--- src/rtl/mp4_cache_tag_ctrl_pkg.sv ---
`default_nettype none
// ============================================================================
//  Module      : mp4_cache_types (package)
//  Description : Shared widths, FSM state encoding and address-field helpers
//                for the direct-mapped L1 tag/control stage.
//  Revision    : 1.0 - initial release
// ============================================================================
package mp4_cache_types;

    localparam int unsigned c_ADDR_WIDTH   = 32;
    localparam int unsigned c_TAG_WIDTH    = 23;
    localparam int unsigned c_IDX_WIDTH    = 4;
    localparam int unsigned c_OFFSET_WIDTH = 5;

    typedef enum logic [2:0] {
        ST_IDLE      = 3'd0,
        ST_COMPARE   = 3'd1,
        ST_WRITEBACK = 3'd2,
        ST_FILL      = 3'd3,
        ST_REFETCH   = 3'd4
    } state_t;

    // Tag field: the bits above index and offset.
    function automatic logic [c_TAG_WIDTH-1:0] addr_tag(input logic [c_ADDR_WIDTH-1:0] a);
        return a[c_ADDR_WIDTH-1 -: c_TAG_WIDTH];
    endfunction

    // Set index field: the bits directly above the byte offset.
    function automatic logic [c_IDX_WIDTH-1:0] addr_idx(input logic [c_ADDR_WIDTH-1:0] a);
        return a[c_OFFSET_WIDTH +: c_IDX_WIDTH];
    endfunction

    // Rebuild a line-aligned byte address from tag and index.
    function automatic logic [c_ADDR_WIDTH-1:0] line_addr(input logic [c_TAG_WIDTH-1:0] t,
                                                          input logic [c_IDX_WIDTH-1:0] i);
        return {t, i, {c_OFFSET_WIDTH{1'b0}}};
    endfunction

endpackage : mp4_cache_types
`default_nettype wire

--- src/rtl/mp4_cache_tag_ctrl_meta.sv ---
`default_nettype none
// ============================================================================
//  Module      : mp4_cache_meta
//  Description : Per-set valid and dirty flops with one synchronous
//                set/clear port and a combinational read of the same set.
//  Revision    : 1.0 - initial release
// ============================================================================
module mp4_cache_meta
    import mp4_cache_types::*;
#(
    parameter int unsigned IDX_WIDTH = c_IDX_WIDTH
) (
    input  logic                 clk,
    input  logic                 rst,
    input  logic [IDX_WIDTH-1:0] i_idx,
    input  logic                 i_set_valid,
    input  logic                 i_set_dirty,
    input  logic                 i_clr_dirty,
    output logic                 o_valid,
    output logic                 o_dirty
);

    localparam int unsigned c_SETS = 1 << IDX_WIDTH;

    logic [c_SETS-1:0] r_valid;
    logic [c_SETS-1:0] r_dirty;

    // Valid/dirty update; reset invalidates every set. Set wins over clear.
    always_ff @(posedge clk) begin
        if (rst) begin
            r_valid <= '0;
            r_dirty <= '0;
        end else begin
            if (i_set_valid) begin
                r_valid[i_idx] <= 1'b1;
            end
            if (i_set_dirty) begin
                r_dirty[i_idx] <= 1'b1;
            end else if (i_clr_dirty) begin
                r_dirty[i_idx] <= 1'b0;
            end
        end
    end

    assign o_valid = r_valid[i_idx];
    assign o_dirty = r_dirty[i_idx];

endmodule : mp4_cache_meta
`default_nettype wire

--- src/rtl/mp4_cache_tag_ctrl.sv ---
`default_nettype none
// ============================================================================
//  Module      : mp4_cache_tag_ctrl
//  Description : Tag-check and control FSM for a direct-mapped L1 cache.
//                Drives the tag SRAM and data-array strobes, tracks
//                valid/dirty per set and sequences writeback and fill.
//  Revision    : 1.0 - initial release
// ============================================================================
module mp4_cache_tag_ctrl
    import mp4_cache_types::*;
#(
    parameter int unsigned TAG_WIDTH    = c_TAG_WIDTH,
    parameter int unsigned IDX_WIDTH    = c_IDX_WIDTH,
    parameter int unsigned OFFSET_WIDTH = c_OFFSET_WIDTH
) (
    input  logic                 clk,
    input  logic                 rst,
    input  logic                 cpu_read,
    input  logic                 cpu_write,
    input  logic [31:0]          cpu_address,
    output logic                 cpu_resp,
    output logic                 tag_csb0,
    output logic                 tag_web0,
    output logic [IDX_WIDTH-1:0] tag_addr0,
    output logic [TAG_WIDTH-1:0] tag_din0,
    input  logic [TAG_WIDTH-1:0] tag_dout0,
    output logic                 data_csb0,
    output logic                 data_web0,
    output logic                 data_sel_mem,
    output logic                 mem_read,
    output logic                 mem_write,
    output logic [31:0]          mem_address,
    input  logic                 mem_resp
);

    state_t                 r_state;
    state_t                 w_next;

    logic [TAG_WIDTH-1:0]   r_tag;
    logic [IDX_WIDTH-1:0]   r_idx;
    logic                   r_write;
    logic [TAG_WIDTH-1:0]   r_victim;

    logic                   w_latch_req;
    logic                   w_latch_victim;
    logic                   w_set_valid;
    logic                   w_set_dirty;
    logic                   w_clr_dirty;
    logic                   w_valid;
    logic                   w_dirty;
    logic                   w_hit;

    // All metadata accesses refer to the latched set of the current request.
    mp4_cache_meta #(
        .IDX_WIDTH (IDX_WIDTH)
    ) u_meta (
        .clk         (clk),
        .rst         (rst),
        .i_idx       (r_idx),
        .i_set_valid (w_set_valid),
        .i_set_dirty (w_set_dirty),
        .i_clr_dirty (w_clr_dirty),
        .o_valid     (w_valid),
        .o_dirty     (w_dirty)
    );

    assign w_hit = w_valid && (tag_dout0 == r_tag);

    // State register.
    always_ff @(posedge clk) begin
        if (rst) begin
            r_state <= ST_IDLE;
        end else begin
            r_state <= w_next;
        end
    end

    // Request and victim capture; the address is frozen from IDLE exit on.
    always_ff @(posedge clk) begin
        if (w_latch_req) begin
            r_tag   <= addr_tag(cpu_address);
            r_idx   <= addr_idx(cpu_address);
            r_write <= cpu_write;
        end
        if (w_latch_victim) begin
            r_victim <= tag_dout0;
        end
    end

    // Next-state and output decode; reset forces every output idle.
    always_comb begin
        w_next         = r_state;
        cpu_resp       = 1'b0;
        tag_csb0       = 1'b1;
        tag_web0       = 1'b1;
        tag_addr0      = r_idx;
        tag_din0       = r_tag;
        data_csb0      = 1'b1;
        data_web0      = 1'b1;
        data_sel_mem   = 1'b0;
        mem_read       = 1'b0;
        mem_write      = 1'b0;
        mem_address    = '0;
        w_latch_req    = 1'b0;
        w_latch_victim = 1'b0;
        w_set_valid    = 1'b0;
        w_set_dirty    = 1'b0;
        w_clr_dirty    = 1'b0;

        case (r_state)
            ST_IDLE: begin
                if (cpu_read || cpu_write) begin
                    tag_csb0    = 1'b0;
                    tag_addr0   = addr_idx(cpu_address);
                    data_csb0   = 1'b0;
                    w_latch_req = 1'b1;
                    w_next      = ST_COMPARE;
                end
            end

            ST_COMPARE: begin
                if (w_hit) begin
                    cpu_resp = 1'b1;
                    if (r_write) begin
                        data_csb0   = 1'b0;
                        data_web0   = 1'b0;
                        w_set_dirty = 1'b1;
                    end
                    w_next = ST_IDLE;
                end else begin
                    w_latch_victim = 1'b1;
                    w_next         = (w_valid && w_dirty) ? ST_WRITEBACK : ST_FILL;
                end
            end

            ST_WRITEBACK: begin
                mem_write   = 1'b1;
                mem_address = line_addr(r_victim, r_idx);
                if (mem_resp) begin
                    w_clr_dirty = 1'b1;
                    w_next      = ST_FILL;
                end
            end

            ST_FILL: begin
                mem_read    = 1'b1;
                mem_address = line_addr(r_tag, r_idx);
                if (mem_resp) begin
                    tag_csb0     = 1'b0;
                    tag_web0     = 1'b0;
                    data_csb0    = 1'b0;
                    data_web0    = 1'b0;
                    data_sel_mem = 1'b1;
                    w_set_valid  = 1'b1;
                    w_next       = ST_REFETCH;
                end
            end

            ST_REFETCH: begin
                // Re-read the freshly written tag so COMPARE sees a hit.
                tag_csb0  = 1'b0;
                data_csb0 = 1'b0;
                w_next    = ST_COMPARE;
            end

            default: begin
                w_next = ST_IDLE;
            end
        endcase

        if (rst) begin
            cpu_resp     = 1'b0;
            tag_csb0     = 1'b1;
            tag_web0     = 1'b1;
            tag_addr0    = '0;
            tag_din0     = '0;
            data_csb0    = 1'b1;
            data_web0    = 1'b1;
            data_sel_mem = 1'b0;
            mem_read     = 1'b0;
            mem_write    = 1'b0;
            mem_address  = '0;
        end
    end

endmodule : mp4_cache_tag_ctrl
`default_nettype wire
--- config.mk ---
export PLATFORM = sky130hd
export DESIGN_NAME = mp4_cache_tag_ctrl
export DESIGN_NICKNAME = d
export VERILOG_FILES = /design/src/rtl/mp4_cache_tag_ctrl_pkg.sv /design/src/rtl/mp4_cache_tag_ctrl_meta.sv /design/src/rtl/mp4_cache_tag_ctrl.sv
export SDC_FILE = /design/constraint.sdc
export NUM_CORES = 1
export LEC_CHECK = 0
export ABC_AREA = 1
export CORE_MARGIN = 2
export CORE_UTILIZATION = 45
export CTS_CLUSTER_SIZE = 30
export DETAILED_ROUTE_END_ITERATION = 7
export PLACE_DENSITY = 0.76
export SYNTH_ARGS = -nofsm -noshare
export SYNTH_HDL_FRONTEND = slang
export SYNTH_SLANG_ARGS = --single-unit
--- constraint.sdc ---
create_clock -name clk -period 8.4 [get_ports clk]
set_clock_uncertainty 0.1 [all_clocks]
set_input_delay 1.26 -clock clk [delete_from_list [all_inputs] [get_ports clk]]
set_output_delay 1.26 -clock clk [all_outputs]
set_load 0.02 [all_outputs]
## After elaboration in Yosys (flattened, before gate mapping)

Index checks and enable logic that the tools add are counted.

- Word-level logic and storage cells: 78
- Register bits after elaboration: 86
- Output and inout port bits: 67
- Input port bits: 60

- Equal/unequal tests: 8
- Mux-type cells: 50
- Bitwise gates (word level): 4
- Reduce and logical (&&, ||, !) cells: 7
- Order comparisons: 2

Operator list:

| kind | number |
|---|---|
| 32-bit case mux with 2 select lines | 1 |
| 16-bit two-way mux | 2 |
| 32-bit two-way mux | 1 |
| 16-bit bitwise OR | 2 |
| 1-bit two-way mux | 31 |
| 23-bit equality test | 1 |
| 23-bit two-way mux | 1 |
| 16-bit AND | 1 |
| 16-bit inverter | 1 |
| 3-bit case mux with 5 select lines | 1 |
| 4-bit two-way mux | 3 |
| 3-bit two-way mux | 3 |
| 1-bit binary-select mux with 4-bit select | 2 |
| 3-bit by 2-bit equality test with 1-bit output, second input constant | 2 |
| 2-bit inequality test, second input constant | 3 |
| 4-bit by 5-bit < comparator with 1-bit output, second input constant | 1 |
| 1-bit demux with 4-bit select | 1 |
| 4-bit by 1-bit >= comparator with 1-bit output, second input constant | 1 |
| 1-bit case mux with 4 select lines | 1 |
| 3-bit by 1-bit equality test with 1-bit output, second input constant | 1 |
| 3-bit equality test, second input constant | 1 |
| 1-bit logical AND | 3 |
| 3-bit logical NOT | 1 |
| 1-bit case mux with 3 select lines | 1 |
| 5 further kinds | 5 |

## Logic depth before layout (Yosys ltp)

Gate-level depths: netlist of the first run.

- Word-level depth: 8
- Gate-level depth with buffers: 15

## Cells and area by module

A second synthesis of the first run with hierarchy kept.

- Cell total of the unflattened synthesis: 615
- Area, all modules: 4,639.4 sq um

By module, submodules not included:

| module | area each (sq um) | cells each | instances | sequential area each (sq um) |
|---|---|---|---|---|
| mp4_cache_tag_ctrl | 2,849.0 | 337 | 1 | 1,591.5 |
| mp4_cache_meta | 1,790.5 | 278 | 1 | 640.6 |

## Least setup slack after synthesis of the first run

Ideal clock, no wire load.

- Path kind: in2out
- Start: in cpu_write
- End: out tag_addr0[0]
- Cell stages on the path: 4
- Slack: 3,702 ps
- Path buffers: 0
- Data arrival time: 3,338 ps
- Cell sequence: nor2_1 nor2_1 inv_1 a21oi_1

- Word-level cells in the longest chain between the ends: 4

Ends and longest elaborated chain:

| item | line | text |
|---|---|---|
| start, declared | mp4_cache_tag_ctrl.sv:19 | `input logic cpu_write,` |
| 1-bit logical OR | mp4_cache_tag_ctrl.sv:112 | `if (cpu_read \|\| cpu_write) begin` |
| 4-bit two-way mux | mp4_cache_tag_ctrl.sv:112 |  |
| 4-bit two-way mux | mp4_cache_tag_ctrl.sv:110 | `case (r_state)` |
| 4-bit two-way mux | mp4_cache_tag_ctrl.sv:171 | `if (rst) begin` |
| end, declared | mp4_cache_tag_ctrl.sv:24 | `output logic [IDX_WIDTH-1:0] tag_addr0,` |

No other way between the ends.

## Final worst setup path of the first run

- Start: in rst
- End: out tag_web0

- Word-level cells in the longest chain between the ends: 1

Ends and longest elaborated chain:

| item | line | text |
|---|---|---|
| start, declared | mp4_cache_tag_ctrl.sv:17 | `input logic rst,` |
| 1-bit two-way mux | mp4_cache_tag_ctrl.sv:171 |  |
| end, declared | mp4_cache_tag_ctrl.sv:23 | `output logic tag_web0,` |

No other way between the ends.

==> summary.md, run 1 <==
| Metric | Value |
|---|---|
| Clk buf depth | 2 |
| Worst-margin pin slew | between 1 and 1.5 ns |
| Max-cap violations | 0 |
| Cell Count, Final, Fillers Out | about 810 |
| Mapped Cells | between 500 and 600 |
| Sequential area share after synthesis | 50.5% |
| Clk sinks | 86 |
| VDD IR max | around 0.11 mV |
| DP HPWL | 8360 um |
| Static leakage | 2.38 nW |
| Clock Latency Late Sink | 0.37 ns |
| Compound-Gate Fraction of Synth Area | 11.8% |
| Die ar. | between 10000 and 15000 sq um |
| # nets final | 736 |
| Initial core utilization | 45.8% |
| Register Area | 2230 sq um |
| CTS tree | done |
| Vias in the first global route | 4044 |
| Yosys reg bits | 86 |
| Final Hold Vio Count | 0 |
| Min cycle time layout | 5.54 ns |
| Type of the worst setup path | primary input to primary output |
| Clock Pin Slew Worst Setup and Hold Paths | about 0.080 ns |
| Placed insts | approximately 800 |
| Cts-stage hold buffer count | 0 |
| Status | finished clean |
| Worst Path Required | ~7.0 ns |
| Share of layout cells above drive strength 1 | 4.26% |
| First-pass GRT wire length | about 19000 um |
| Area of the multi-input gates | between 1500 and 2000 sq um |
| Via count | ~4200 |
| Fraction of the cycle the final worst path needs | 65.9% |
| DRT Pass-1 Iters | 5 |
| Crit. End Element | primary output |
| Most common cell after layout, fill and taps aside | nand2_1 |
| Final Worst Setup Slack | around 2.9 ns |
| Syn Area/Cell | just under 8 sq um |
| Slew HR | 22.1% |
| Routed WL | 12100 um |
| Root Driver | clkbuf_8 |
| DRC Markers | 0 |
| # H-tree levels | 3 |
| Row count | 36 |
| IO Pins | 127 |
| Most frequent cells in the layout | nand2_1 (151), clkdlybuf4s50_1 (115), nor2_1 (92), inv_1 (82), edfxtp_1 (51) |
| Vias per cell | 5.11 |
| Mux contribution to synthesized area | 0% |
| Antenna Cells | 0 |
| Post-route ant nets | 0 |
| Final setup viols | 0 |
| Unrepaired setup endpoints after global routing | no |
| FMAX | roughly 180 MHz |
| Antenna violations before repair | 0 |
| Setup total negative slack | 0 ns |
| Xor/xnor share of the synthesized area | 1.78% |
| Core area | 9640 sq um |
| Pwr Density | ~210 nW/um^2 |
| Pin count of the biggest net entering global routing | 71 |
| FILL cells | approximately 890 |
| Cell area after layout | 5830 sq um |
| All-layer global routing usage | 23.0% |
| WP data arrival | around 4.2 ns |
| Routability congestion estimate | 0.898 |
| Crit Path Max Fanout | 70 |
| Chip height | 103 um |
| CTS-repair resized insts | 0 |
| Startpoint class of the critical path | primary input |
| DR iter-0 viols | 204 |
| Synthesized area | 4420 sq um |
| Pre-CTS setup slack | approximately 2.9 ns |
| Post-synthesis adder-cell area fraction | 0% |
| Routed len/inst | 14.9 um |
| Worst min path class | flop to flop |
| CTS buffer count | 9 |
| Largest family of logic cells by synthesized area | simple AND/OR/NAND/NOR gates |
| Util after Layout | between 60% and 70% |
| Simple-Gate Fraction of Synth Area | about a quarter |
| Placed Area | 5620 sq um |
| IO buf count | 116 |
| Area grow syn2layout | 32.0% |
| Final Max Tran Viols | 0 |
| Post-CTS setup buffers | 0 |
| Syn. warnings | 0 |
| Library cells used by synthesis | 32 |
| Final total power | 1.21 mW |
| Grt ovf | 0 |
| Die width | 103 um |
| Fin Hold WS | 0.365 ns |
## Yosys cell counts
master     instances  area (sq um)
buf_8              1          15.0
xor2_1             4          35.0
inv_6              1          8.76
nand2_1          151           567
o22ai_1            4          25.0
o21ai_0           35           175
nor2_1            93           349
buf_6              1          11.3
a22oi_1           23           173
nand2_2            1          6.26
nand3_1            4          20.0
nand2_4            1          11.3
nand4_1           16           100
edfxtp_1          51          1530
o2111ai_1          1          8.76
or2_2              1          6.26
buf_1              1          3.75
nand4_2            1          12.5
dfxtp_1           35           701
inv_2              2          7.51
conb_1             1          3.75
a21oi_2            1          8.76
inv_1             82           308
a21oi_1           23           115
nor2_2             2          12.5
o21ai_1            2          10.0
nor4_1             1          6.26
buf_2              5          25.0
clkbuf_1          15          56.3
buf_4              7          52.6
o211ai_1           1          7.51
xnor2_1            5          43.8
## worst max-delay path, cell delays in order
cell	delay (ns)
buf_2	0.07
buf_4	0.59
inv_1	0.55
nand3_1	0.36
nor2_1	0.10
nand2_1	0.49
clkdlybuf4s50_1	0.72
## per-layer routing
metal  track usage, %  share of wire, %  up-vias  routed length [um]
met3             5.22               8.6       20                1050
met2             37.9                49      211                5940
li1                 -                 -     2031                   -
met4             10.2               1.8        0                 213
met1             29.0                41     1900                4900
met5                0                 0        -                   0
## kinds of logic after synthesis
family,Yosys count
other,1
AOI/OAI and AO/OA,90
buffers and inverters,115
DFF,86
and+or+nand+nor,271
xor gates and xnor gates,9
## worst paths after layout
kind                                                       from  cells after the start  slack [ns]                         endpoint
worst min register to register  u_meta.r_valid[13]$_SDFFE_PP0P_                      2        0.36  u_meta.r_valid[13]$_SDFFE_PP0P_
worst min-delay path            u_meta.r_valid[13]$_SDFFE_PP0P_                      2        0.36  u_meta.r_valid[13]$_SDFFE_PP0P_
worst max-delay path                                        rst                      7        2.86                         tag_web0
worst max register to register               r_idx[0]$_DFFE_PP_                     12        5.00            r_victim[7]$_DFFE_PP_
## area by class of cell
class | instances | area share, %
clock inverter | 7 | 1.52
inverter | 85 | 5.56
sequential | 86 | 38.3
multi-input combinational | 375 | 29.4
clock buffer | 9 | 2.13
timing repair buffer | 119 | 20.2
tap | 133 | 2.86
## power by group
| group | switching (mW) | total [mW] | internal, mW |
|---|---|---|---|
| clock network | 0.153 | 0.318 | 0.165 |
| registers | 0.0438 | 0.555 | 0.511 |
| logic | 0.212 | 0.336 | 0.124 |
| total | 0.409 | 1.21 | 0.800 |
Note: power is estimated with default switching activity, not from simulation.
==> run 2: changes to the inputs <==
CORE_UTILIZATION = 43   (was 45)
clock period = 4.77 ns   (was 8.4 ns; I/O delays follow)
==> run 2 against run 1 <==
Worst hold slack worse by 0.0023 ns. Global-route usage down 0.79 points. Critical path depth grew 5. Sequential power rose by 74%. Final cell count up 0.25%. Largest cell class unchanged.
==> summary.md, run 2 (same netlist as run 1, synthesis figures left out) <==
| Metric | Value |
|---|---|
| Status | finished clean |
| Clock Latency Late Sink | 0.36 ns (about the same) |
| Unrepaired setup endpoints after global routing | no |
| Slew HR | 28.5% (+6.4 points) |
| Reg2Reg Depth | 13 (+1) |
| Worst path max stage delay | 0.70 ns (-0.02 ns) |
| Routed WL | 12000 um (-0.47%) |
| Area grow syn2layout | 31.9% (about the same) |
| Share of layout cells above drive strength 1 | 4.69% (+0.43 points) |
| DRC Markers | 0 (unchanged) |
| Final total power | 2.09 mW (+73%) |
| IO Pins | 127 (unchanged) |
| Pin count of the biggest net entering global routing | 70 (-1.4%) |
| Vias in the first global route | 4145 (+2.5%) |
| Via count | 4183 (+0.50%) |
| Internal reg-to-reg setup slack | 1.83 ns (-3.17 ns) |
| R2R Path End | r_victim[2]$_DFFE_PP_ |
| Levels on crit path | 12 (+5) |
| VDD IR max | 0.174 mV (+53%) |
| Final Worst Setup Slack | 0.754 ns (-2.11 ns) |
| Pre-CTS setup slack | 0.846 ns (-2.05 ns) |
| Most common cell after layout, fill and taps aside | nand2_1 |
| First-pass GRT wire length | 19800 um (+5.4%) |
| CTS-repair resized insts | 0 (unchanged) |
| Row count | 36 (unchanged) |
| Critical Path Sink | cpu_resp |
| Crit. End Element | primary output |
| Sw Pwr | 0.725 mW (+77%) |
| Clk buf depth | 2 (unchanged) |
| Chip height | 105 um (+2.2%) |
| Crit-path leading delay family | simple AND/OR/NAND/NOR gates |
| # nets final | 738 (+0.27%) |
| Post-CTS setup buffers | 0 (unchanged) |
| Worst-margin pin slew | 1.07 ns (-0.0953 ns) |
| Crit. Startpoint | tag_dout0[4] |
| Sequential share of power | 46.1% (+0.2 points) |
| Most frequent cells in the layout | nand2_1 (151), clkdlybuf4s50_1 (115), nor2_1 (92), inv_1 (82), edfxtp_1 (51) |
| Cell Count, Final, Fillers Out | 816 (+0.25%) |
| Final Max Tran Viols | 0 (unchanged) |
| Core area | 9860 sq um (+2.3%) |
| Final Hold Vio Count | 0 (unchanged) |
| CTS buffer count | 9 (unchanged) |
| Fin Hold WS | 0.363 ns (-0.00234 ns) |
| Reg2reg start | r_idx[0]$_DFFE_PP_ |
| Fraction of the cycle the final worst path needs | 84.2% |
| Crit Path Max Fanout | 4 (-94%) |
| Placed insts | 800 (+0.25%) |
| Placed Area | 5630 sq um (+0.27%) |
| Util after Layout | 59.1% (-1.4 points) |
| CTS tree | done |
| Grt ovf | 0 (unchanged) |
| Die width | 105 um (+2.2%) |
| Static leakage | 2.38 nW (+0.12%) |
| Startpoint class of the critical path | primary input |
| Root Driver | clkbuf_8 |
| Type of the worst setup path | primary input to primary output |
| Setup total negative slack | 0 ns (unchanged) |
| Clk network pwr share | 24.7% (-1.6 points) |
| Slowest cell on crit path | clkdlybuf4s50_1 |
| Vias per cell | 5.13 (+0.26%) |
| DRT Pass-1 Iters | 5 (unchanged) |
| FMAX | about 250 MHz |
| Most used cell along the critical path | nand2_1 |
| IO buf count | 116 (unchanged) |
| Min cycle time layout | 4.02 ns |
| DP HPWL | 8380 um (+0.22%) |
| Post-route ant nets | 0 (unchanged) |
| Antenna violations before repair | 0 (unchanged) |
| Routed len/inst | 14.8 um (-0.71%) |
| Worst min path class | flop to flop |
| Max-cap violations | 0 (unchanged) |
| WP data arrival | 3.20 ns (-0.98 ns) |
| Pwr Density | 359 nW/um^2 (+73%) |
| Clock Pin Slew Worst Setup and Hold Paths | 0.09 ns (about the same) |
| Switching part of the total | 34.7% (+0.87 points) |
| Initial core utilization | 44.8% (-1.0 points) |
| All-layer global routing usage | 22.2% (-0.79 points) |
| Final setup viols | 0 (unchanged) |
| Int Power | 1.36 mW (+70%) |
| Antenna Cells | 0 (unchanged) |
| Clk sinks | 86 (unchanged) |
| Cts-stage hold buffer count | 0 (unchanged) |
| Cell area after layout | 5830 sq um (about the same) |
| Die ar. | 11100 sq um (+4.5%) |
| Comb power frac | 29.1% (+1.3 points) |
| DR iter-0 viols | 236 (+16%) |
| CP bufs+invs | 3 (-1) |
| Worst-path cell chain | clkdlybuf4s50_1, inv_1, nand2_1, nand2_1, nor2_1, nand2_1, nor2_1, nand2_1, nor2_1, nand2_4, nor4_1, clkdlybuf4s50_1 |
| Worst Path Required | 3.95 ns (-3.09 ns) |
| Routability congestion estimate | 0.896 (-0.13%) |
| # H-tree levels | 3 (unchanged) |
run 2: changes by cell type in the layout (fill, tap and decap cells not counted):
cell       previous run  this run
inv_6                 1         3
clkinv_1              2         1
bufinv_16             2         1
buf_4                 3         5
run 2: worst min path at each step:
stage | startpoint | to | slack (ns) | cells past startpoint
detailed placement | u_meta.r_valid[3]$_SDFFE_PP0P_ | u_meta.r_valid[3]$_SDFFE_PP0P_ | 0.35 | 2
CTS | u_meta.r_valid[3]$_SDFFE_PP0P_ | u_meta.r_valid[3]$_SDFFE_PP0P_ | 0.37 | 2
global placement | u_meta.r_valid[2]$_SDFFE_PP0P_ | u_meta.r_valid[2]$_SDFFE_PP0P_ | 0.34 | 2
global route | u_meta.r_valid[5]$_SDFFE_PP0P_ | u_meta.r_valid[5]$_SDFFE_PP0P_ | 0.41 | 2
finish | u_meta.r_valid[3]$_SDFFE_PP0P_ | u_meta.r_valid[3]$_SDFFE_PP0P_ | 0.36 | 2
floorplan | u_meta.r_valid[11]$_SDFFE_PP0P_ | u_meta.r_valid[11]$_SDFFE_PP0P_ | 0.33 | 2
run 2: worst register-to-register path, stage by stage (launching register included):
cell	delay, ns
edfxtp_1	0.33
buf_4	0.26
inv_1	0.32
nand2_1	0.13
nand2_1	0.07
nand2_1	0.07
nand2_1	0.06
nand2_1	0.06
nand2_1	0.06
inv_1	0.06
nand2_2	0.07
nand2_4	0.10
nand2_1	0.08
inv_1	0.78
run 2: routing by layer:
layer | vias up | wire [um] | global-route usage (%)
li1 | 2029 | - | -
met1 | 1940 | 4920 | 27.2
met4 | 0 | 304 | 9.90
met2 | 191 | 5930 | 37.6
met5 | - | 0 | 0
met3 | 23 | 892 | 4.64
run 2: power groups by stage:
stage	logic, mW	registers [mW]	clock network [mW]
CTS	0.612	0.963	0.527
global route	0.668	0.973	0.555
floorplan	0.368	0.955	0
finish	0.608	0.964	0.517
global placement	0.600	0.975	0
detailed placement	0.608	0.979	0
run 2: layout make-up:
cell class	count	area, sq um
inverter	85	324
multi-input combinational	375	1710
clock inverter	7	72.6
sequential	86	2230
fill	870	4040
timing repair buffer	121	1190
clock buffer	9	124
tap	133	166
==> run 3: changes to the inputs <==
clock period = 3.6 ns   (was 4.77 ns; I/O delays follow)
==> run 3 against run 2 <==
Sequential cell count did not move. Largest cell class unchanged. Global-route usage rose by 0.17 points. Die area did not move. Critical endpoint unchanged. Critical path depth rose by 1. Critical path type unchanged. Clock-buffer cell count did not move. Combinational power rose by 37%.
==> summary.md, run 3 (same netlist as run 1, synthesis figures left out) <==
| Metric | Value |
|---|---|
| Antenna Cells | 0 (unchanged) |
| Most common cell after layout, fill and taps aside | nand2_1 |
| Chip height | 105 um (unchanged) |
| Worst-margin pin slew | 1.02 ns (-0.0561 ns) |
| VDD IR max | 0.282 mV (+62%) |
| IO Pins | 127 (unchanged) |
| DR iter-0 viols | 212 (-10%) |
| Static leakage | 2.42 nW (+1.6%) |
| Clk buf depth | 2 (unchanged) |
| Setup total negative slack | 0 ns (unchanged) |
| FMAX | ~290 MHz |
| Min cycle time layout | 3.40 ns |
| Vias per cell | 5.08 (-1.0%) |
| Root Driver | clkbuf_8 |
| Crit Path Max Fanout | 4 (unchanged) |
| Share of layout cells above drive strength 1 | 6.36% (+1.7 points) |
| WP data arrival | 2.76 ns (-0.44 ns) |
| Clock Latency Late Sink | 0.36 ns (about the same) |
| Status | finished clean |
| Clk sinks | 86 (unchanged) |
| Startpoint class of the critical path | primary input |
| Final setup viols | 0 (unchanged) |
| Grt ovf | 0 (unchanged) |
| Via count | 4187 (+0.096%) |
| Pwr Density | 474 nW/um^2 (+32%) |
| Routability congestion estimate | 0.929 (+3.6%) |
| Internal reg-to-reg setup slack | 0.85 ns (-0.98 ns) |
| # nets final | 747 (+1.2%) |
| DP HPWL | 8710 um (+4.0%) |
| Type of the worst setup path | primary input to primary output |
| All-layer global routing usage | 22.4% (+0.17 points) |
| DRC Markers | 0 (unchanged) |
| Clock Pin Slew Worst Setup and Hold Paths | 0.08 ns (about the same) |
| Routed len/inst | 14.8 um (+0.27%) |
| DRT Pass-1 Iters | 4 (-1) |
| Final Worst Setup Slack | 0.200 ns (-0.554 ns) |
| Routed WL | 12200 um (+1.4%) |
| First-pass GRT wire length | 20000 um (+1.0%) |
| IO buf count | 116 (unchanged) |
| Max-cap violations | 0 (unchanged) |
| Initial core utilization | 44.8% (unchanged) |
| Final Hold Vio Count | 0 (unchanged) |
| Unrepaired setup endpoints after global routing | no |
| Die ar. | 11100 sq um (unchanged) |
| Slew HR | 32.2% (+3.7 points) |
| Pin count of the biggest net entering global routing | 48 (-31%) |
| Core area | 9860 sq um (unchanged) |
| Pre-CTS setup slack | 0.147 ns (-0.699 ns) |
| Worst min path class | flop to flop |
| Fraction of the cycle the final worst path needs | around 94% |
| Final Max Tran Viols | 0 (unchanged) |
| Crit. End Element | primary output |
| Area grow syn2layout | 33.7% |
| Vias in the first global route | 4216 (+1.7%) |
| Row count | 36 (unchanged) |
| CTS buffer count | 9 (unchanged) |
| CTS tree | done |
| Post-route ant nets | 0 (unchanged) |
| # H-tree levels | 3 (unchanged) |
| Antenna violations before repair | 0 (unchanged) |
| Die width | 105 um (unchanged) |
| Worst Path Required | 2.96 ns (-0.99 ns) |
| Most frequent cells in the layout | nand2_1 (151), clkdlybuf4s50_1 (114), nor2_1 (91), inv_1 (80), edfxtp_1 (51) |
## run 3: cell count changes in the layout (fill, tap and decap cells not counted), sizes merged
cell	previous run	this run
dlymetal6s2s	0	1
inv	87	85
buf	6	15
clkdlybuf4s50	115	114
clkinvlp	1	3
## run 3: path summary, 6_finish.rpt
path                                                startpoint                             end  cells after the start
worst min-delay path            u_meta.r_valid[9]$_SDFFE_PP0P_  u_meta.r_valid[9]$_SDFFE_PP0P_                      2
worst max-delay path                              tag_dout0[9]                        cpu_resp                     13
worst max register to register              r_idx[0]$_DFFE_PP_           r_victim[2]$_DFFE_PP_                     13
worst min register to register  u_meta.r_valid[9]$_SDFFE_PP0P_  u_meta.r_valid[9]$_SDFFE_PP0P_                      2
## run 3: worst max-delay path, stage by stage
cell and delay (ns):
clkdlybuf4s50_1 0.50, inv_1 0.05, nand2_1 0.05, nand2_1 0.08
nor2_1 0.11, nand2_1 0.06, nor2_1 0.11, nand2_1 0.08
nor2_2 0.14, nand2_4 0.09, nor4_1 0.18, buf_4 0.17
clkdlybuf4s50_1 0.59
## run 3: stage by stage
stage	cell area (sq um)	power, mW	hold slack [ns]	util (%)	instances
final	5910	2.80	0.365	59.9	825
after floorplan	4430	1.75	0.328	-	576
after detailed placement	5690	2.12	0.345	57.7	808
after global placement	5690	2.11	0.339	57.7	808
after global routing	5910	2.94	0.385	59.9	825
after CTS	5890	2.81	0.367	59.7	824
## run 3: layout make-up
class                           count  area [sq um]
Clock buffer                        9           124
Tap cell                          133           166
Fill cell                         857          3960
Sequential cell                    86          2230
Inverter                           85           332
Multi-Input combinational cell    375          1720
Timing Repair Buffer              130          1260
Clock inverter                      7          72.6
## run 3: repair_timing
action | in CTS | in global routing
setup buffers | 0 | 1
setup endpoints to repair | 0 | 3
hold endpoints to repair | 0 | 0
gates resized for setup | 0 | 4
hold buffers | 0 | 0
## run 3: routing by layer
metal  wire length [um]  part of all wire (%)  track usage (%)
met1               4820                    39             26.4
met2               6030                    49             38.6
met3               1050                   8.6             5.88
met4                306                   2.5             8.95
met5                  0                     0                0
## run 3: power breakdown
group	internal (mW)	switching, mW	total, mW
combinational	0.308	0.526	0.834
clock	0.324	0.371	0.695
sequential	1.19	0.0807	1.27
